`src/rtl/spi_send.sv`:
```
// SPI mode-0 slave transmitter (MISO) with a TX FIFO; all SPI pins oversampled in sys_clk.
// Optional SPI_SEND_LSB_FIRST_EN: shift out LSB-first instead of MSB-first.
`timescale 1ns/1ps
module spi_send #(
    parameter int unsigned FIFO_DEPTH = 16,
    parameter logic [7:0]  IDLE_BYTE  = 8'hFF
) (
    input  logic                         sys_clk,
    input  logic                         sys_rst,
    input  logic                         spi_clk,
    input  logic                         spi_cs_n,
    output logic                         spi_miso,
    output logic                         spi_miso_oe,
    input  logic                         fifo_wr_en,
    input  logic [7:0]                   fifo_wr_data,
    output logic                         fifo_full,
    output logic [$clog2(FIFO_DEPTH):0]  fifo_count,
    output logic                         tx_done,
    output logic                         underrun
);

    localparam int unsigned AW = $clog2(FIFO_DEPTH);
    localparam int unsigned CW = AW + 1;

    typedef enum logic [1:0] {IDLE, LOAD, SHIFT} state_t;

    state_t        state, state_d;
    logic [2:0]    sck_sync, cs_sync;
    logic          sck_rise, sck_fall, cs_rise, cs_fall;
    logic [7:0]    shreg, shreg_d, shreg_shifted;
    logic [3:0]    bitcnt, bitcnt_d;
    logic          miso_d, tx_done_d, underrun_d;
    logic          pop, push_ok;
    logic [AW:0]   wr_ptr, rd_ptr;
    logic [CW-1:0] count_d;
    logic [7:0]    mem [FIFO_DEPTH];

    // Edge strobes from the third synchroniser stage
    assign sck_rise =  sck_sync[1] & ~sck_sync[2];
    assign sck_fall = ~sck_sync[1] &  sck_sync[2];
    assign cs_fall  = ~cs_sync[1]  &  cs_sync[2];
    assign cs_rise  =  cs_sync[1]  & ~cs_sync[2];

`ifdef SPI_SEND_LSB_FIRST_EN
    assign shreg_shifted = {1'b0, shreg[7:1]};
    assign miso_d        = shreg_d[0];
`else
    assign shreg_shifted = {shreg[6:0], 1'b0};
    assign miso_d        = shreg_d[7];
`endif

    // Next-state and datapath control
    always_comb begin
        state_d    = state;
        shreg_d    = shreg;
        bitcnt_d   = bitcnt;
        tx_done_d  = 1'b0;
        underrun_d = 1'b0;
        pop        = 1'b0;
        case (state)
            IDLE: begin
                if (cs_fall) state_d = LOAD;
            end
            LOAD: begin
                bitcnt_d = 4'd0;
                if (fifo_count != CW'(0)) begin
                    pop     = 1'b1;
                    shreg_d = mem[rd_ptr[AW-1:0]];
                end else begin
                    shreg_d    = IDLE_BYTE;
                    underrun_d = 1'b1;
                end
                state_d = cs_rise ? IDLE : SHIFT;
            end
            SHIFT: begin
                if (sck_rise) bitcnt_d = bitcnt + 4'd1;
                if (sck_fall) begin
                    if (bitcnt == 4'd8) begin
                        tx_done_d = 1'b1;
                        state_d   = LOAD;
                    end else begin
                        shreg_d = shreg_shifted;
                    end
                end
                if (cs_rise) state_d = IDLE;
            end
            default: state_d = IDLE;
        endcase
    end

    // A pop frees the slot first, so push+pop while full is accepted
    assign push_ok = fifo_wr_en & (~fifo_full | pop);

    always_comb begin
        count_d = fifo_count;
        case ({push_ok, pop})
            2'b10:   count_d = fifo_count + CW'(1);
            2'b01:   count_d = fifo_count - CW'(1);
            default: count_d = fifo_count;
        endcase
    end

    always_ff @(posedge sys_clk) begin
        if (sys_rst) begin
            state       <= IDLE;
            sck_sync    <= 3'b000;
            cs_sync     <= 3'b111;
            shreg       <= 8'h00;
            bitcnt      <= 4'd0;
            spi_miso    <= 1'b0;
            spi_miso_oe <= 1'b0;
            tx_done     <= 1'b0;
            underrun    <= 1'b0;
            wr_ptr      <= '0;
            rd_ptr      <= '0;
            fifo_count  <= '0;
            fifo_full   <= 1'b0;
        end else begin
            state       <= state_d;
            sck_sync    <= {sck_sync[1:0], spi_clk};
            cs_sync     <= {cs_sync[1:0], spi_cs_n};
            shreg       <= shreg_d;
            bitcnt      <= bitcnt_d;
            spi_miso_oe <= (state_d != IDLE);
            if (state_d == SHIFT) spi_miso <= miso_d;
            tx_done     <= tx_done_d;
            underrun    <= underrun_d;
            if (push_ok) wr_ptr <= wr_ptr + CW'(1);
            if (pop)     rd_ptr <= rd_ptr + CW'(1);
            fifo_count  <= count_d;
            fifo_full   <= (count_d == CW'(FIFO_DEPTH));
        end
    end

    // Storage array is not reset; pointers define validity
    always_ff @(posedge sys_clk) begin
        if (push_ok) mem[wr_ptr[AW-1:0]] <= fifo_wr_data;
    end

endmodule

```
`config.mk`:
```
export PLATFORM = sky130hd
export DESIGN_NAME = spi_send
export DESIGN_NICKNAME = d
export VERILOG_FILES = /design/src/rtl/spi_send.sv
export SDC_FILE = /design/constraint.sdc
export NUM_CORES = 1
export LEC_CHECK = 0
export BUFFER_PORTS_ARGS = -buffer_cell sky130_fd_sc_hd__buf_2
export CORE_MARGIN = 2
export CORE_UTILIZATION = 38
export CTS_BUF_LIST = sky130_fd_sc_hd__clkbuf_4
export DETAILED_ROUTE_END_ITERATION = 10
export PLACE_DENSITY = 0.64
export SYNTH_ARGS = -nofsm -noshare
export SYNTH_HDL_FRONTEND = slang
export SYNTH_SLANG_ARGS = --single-unit
```
`constraint.sdc`:
```
create_clock -name sys_clk -period 4.1 [get_ports sys_clk]
set_input_delay 0.41 -clock sys_clk [delete_from_list [all_inputs] [get_ports sys_clk]]
set_output_delay 0.41 -clock sys_clk [all_outputs]
set_load 0.005 [all_outputs]
```
==> PnR_summary.wiki <==
{| class="wikitable"
! Metric !! Value
|-
| PostCTS Resize Cnt || 0
|-
| Gpl congestion || 0.7165
|-
| Unrepaired setup endpoints after global routing || no
|-
| Register area share after synthesis || 67.96%
|-
| Most common cell in the synthesized netlist || edfxtp_1
|-
| Layout-stage area growth over the synthesis result || 8.931%
|-
| Setup Viol. Count Final || 0
|-
| Wire length per cell after detailed routing || 18.78 um
|-
| Fraction of registers with async set/reset || 0%
|-
| Via count || 3605
|-
| Number of enable-type register cells in the synthesized netlist || 128
|-
| Design internal power || 2.385 mW
|-
| Vias per cell || 5.210
|-
| HPWL reported at the end of detailed placement || 8164 um
|-
| Delay-heaviest family, CP || simple AND/OR/NAND/NOR gates
|-
| Yosys top cell area share || 55.76%
|-
| Area taken by multi-input logic gates || 0.002027 sq mm
|-
| Shortest clock period the worst path allows after layout || 3531 ps
|-
| Crit path setup slack, layout || 569.3 ps
|-
| Outcome || finished clean
|-
| Source-to-sink clock delay at the later pin of the worst-skew pair || 560 ps
|-
| Final total negative setup slack || 0 ps
|-
| Clock transition time at the flip-flop clock pins of the worst setup and hold paths || 120 ps
|-
| Critical path class || flip-flop to flip-flop
|-
| Syn. warnings || 0
|-
| Clock tree from TritonCTS || done
|-
| Worst slack after detailed placement || 644.5 ps
|-
| Area enclosed by the die boundary || 0.01923 sq mm
|-
| Layout cell share with drive strength beyond 1 || 19.65%
|-
| Required time of the worst setup path || 4560 ps
|-
| Number of endpoints with negative hold slack in the final report || 0
|-
| Top cell types by occurrence after synthesis || 128 x edfxtp_1, 42 x dfxtp_1, 41 x nor2_1
|-
| Actual transition at the worst max-transition pin || 963.7 ps
|-
| Number of max-cap violations || 0
|-
| Worst Path Max Fanout || 9
|-
| Data arrival time of the worst path || 3990 ps
|-
| Synthesized netlist net count || 449
|-
| Cell count after synthesis || 422
|-
| Tot GR Track Use || 14.04%
|-
| Number of design rule violations left after detail routing || 0
|-
| Cells along the critical path || nor3_1, a21oi_2, o21a_1, inv_1, ha_1, xor2_1, ha_1, or3b_1, a211o_1, a21oi_2, mux2_2, and4_1
|-
| Final Skew || 16.38 ps
|-
| Relative contribution of the clock network to total power || 32.2%
|-
| Number of buffers added to fix hold violations after cts || 1
|-
| Antenna violations before repair || 0
|-
| Startpoint types || flip-flop
|-
| CTS sink count || 170
|-
| Category of the worst setup path capture point || flip-flop
|-
| Maximum clock path buffer count || 2
|-
| Detailed-route wire length || 13000 um
|-
| Final number of max-transition violations || 0
|-
| Relative contribution of sequential cells to total power || 61.9%
|-
| Net count of the finished layout || 478
|-
| Boundary pin count || 23
|-
| Crit share post-route || 86.12%
|-
| Number of buffers created by CTS || 17
|-
| Cell types occupying the most area after synthesis || edfxtp_1 56%, dfxtp_1 12%, mux4_2 7.5%
|-
| Headroom to the max-slew limit || 35.51%
|-
| Core Box Area || 0.01790 sq mm
|-
| Worst min path class || primary input to flip-flop
|-
| Antenna Cells || 0
|-
| Syn Std Cell Area || 0.006893 sq mm
|-
| Vertical die dimension || 138.7 um
|-
| Top cell type by total area after synthesis || edfxtp_1
|-
| Residual antenna-violating net count after detailed routing || 0
|-
| Standard-cell rows || 49
|-
| Maximum ir drop on the vdd rail || 177.3 uV
|-
| Library cell used as clock root buffer || clkbuf_4
|-
| Hold Slack || 72.31 ps
|-
| Chip Width || 138.7 um
|-
| Switching portion of total power || 22.50%
|-
| Starting density of the core || 38.50%
|-
| Max incr delay on CP || 430 ps
|-
| Crit path buffers/inverters || 1
|-
| Gate power share || 5.9%
|-
| Drt pass-1 iters || 5
|-
| Sequential cell area || 0.004686 sq mm
|-
| Total of buffers placed on input and output ports || 22
|-
| Number of global-route vias before repair || 3668
|-
| Overall overflow remaining after global route || 0
|-
| Average instance area after synthesis || 16.33 sq um
|-
| Static Leak || 2.489 nW
|-
| Sw power || 692.3 uW
|-
| Largest net degree at the start of global routing || 35
|-
| Power per cell area || 409.8 mW/mm^2
|-
| Number of DRC markers in iteration 0 || 319
|-
| Yosys reg bits || 170
|-
| Global-route wire length before repair || 20460 um
|-
| Htree depth || 4
|-
| # fillers || 1608
|-
| Number of distinct standard cells referenced by the synthesized netlist || 54
|-
| Fmax achieved || 0.2832 GHz
|-
| Number of buffers inserted by post-CTS setup repair || 0
|-
| Predominant post-synthesis flop cell || edfxtp_1
|-
| Cell with the biggest individual delay on the critical path || nor3_1
|}
[logic make-up (layout without fill, tap and decap cells)]
logic type	Yosys count	in the layout	synth area share [%]
flip-flops	170	170	67.96
AND/OR/NAND/NOR	96	96	7.152
AO/OA/AOI/OAI	57	57	6.172
multiplexers	40	40	11.89
buffers and inverters	32	73	2.632
adder cells (fa/ha/maj)	14	14	2.541
XOR/XNOR	13	13	1.652
[worst register-to-register path: cells and delay by family (launching register included)]
family	cells	cell delay, ps
AOI/OAI and AO/OA	4	830
adders and majority gates	2	600
buffers and inverters	1	110
xor gates and xnor gates	1	130
and+or+nand+nor	3	1000
muxes	1	350
DFF	1	420
[cells in the final DEF (no fill, tap or decap), types with 3 or more instances in the layout]
cell type / count
or2_2: 4
bufinv_16: 3
a22oi_1: 16
a21oi_1: 4
ha_1: 14
dfxtp_1: 41
buf_2: 22
nor2_1: 41
nand2b_1: 4
nor3_1: 10
nor2b_1: 6
inv_1: 12
a31oi_1: 8
clkbuf_4: 19
edfxtp_1: 128
xor2_1: 9
and2_1: 3
xnor2_1: 4
nand3b_1: 3
a221o_1: 6
mux4_1: 8
o21ai_0: 4
buf_4: 7
o21a_1: 3
mux4_2: 23
mux2i_1: 8
nand2_1: 9
[path summary, 6_finish.rpt]
check	startpoint	to	slack (ps)	cells after the start
setup / recovery	fifo_count[1]$_SDFF_PP0_	fifo_full$_SDFF_PP0_	570	12
hold / removal	spi_clk	sck_sync[0]$_SDFF_PP0_	70	2
hold reg to reg	cs_sync[0]$_SDFF_PP1_	cs_sync[1]$_SDFF_PP1_	430	1
setup reg to reg	fifo_count[1]$_SDFF_PP0_	fifo_full$_SDFF_PP0_	570	12
[per-layer routing]
| metal | wire, um | part of all wire [%] | track usage (%) |
|---|---|---|---|
| met1 | 5574 | 43 | 18.15 |
| met2 | 6313 | 49 | 23.01 |
| met3 | 785 | 6.0 | 3.660 |
| met4 | 323 | 2.5 | 5.210 |
| met5 | 0 | 0 | 0 |
[state kept, by name, summed over array words and instances (netlist names), 2 cells and up, named ones only]
name        flops
mem           128
fifo_count      5
state           2
shreg           8
cs_sync         3
sck_sync        3
wr_ptr          4
rd_ptr          4
bitcnt          4
[power by group through the flow]
| stage | combinational (mW) | clock [mW] | sequential [mW] |
|---|---|---|---|
| CTS | 0.183 | 1.02 | 1.91 |
| detailed placement | 0.181 | 0 | 1.94 |
| global placement | 0.174 | 0 | 1.94 |
| global route | 0.201 | 1.08 | 1.91 |
| floorplan | 0.123 | 0 | 1.93 |
| finish | 0.181 | 0.990 | 1.90 |
[area by class of cell]
class / instances / area share (%)
clock buffer: 19 / 1.900
timing repair buffer: 30 / 2.300
clock inverter: 12 / 1.983
inverter: 12 / 0.5999
tap: 229 / 3.816
sequential: 170 / 62.41
multi-input combinational: 220 / 27.00
[per-stage QoR]
step / cell area [sq um] / std cells / util, % / total power [mW]
after floorplan: 6893 / 422 / - / 2.056
after global placement: 7207 / 660 / 40.26 / 2.115
after detailed placement: 7207 / 660 / 40.26 / 2.126
after CTS: 7508 / 692 / 41.94 / 3.107
after global routing: 7508 / 692 / 41.94 / 3.188
final: 7508 / 692 / 41.94 / 3.077
No activity file was read; power rests on OpenSTA's default activity.
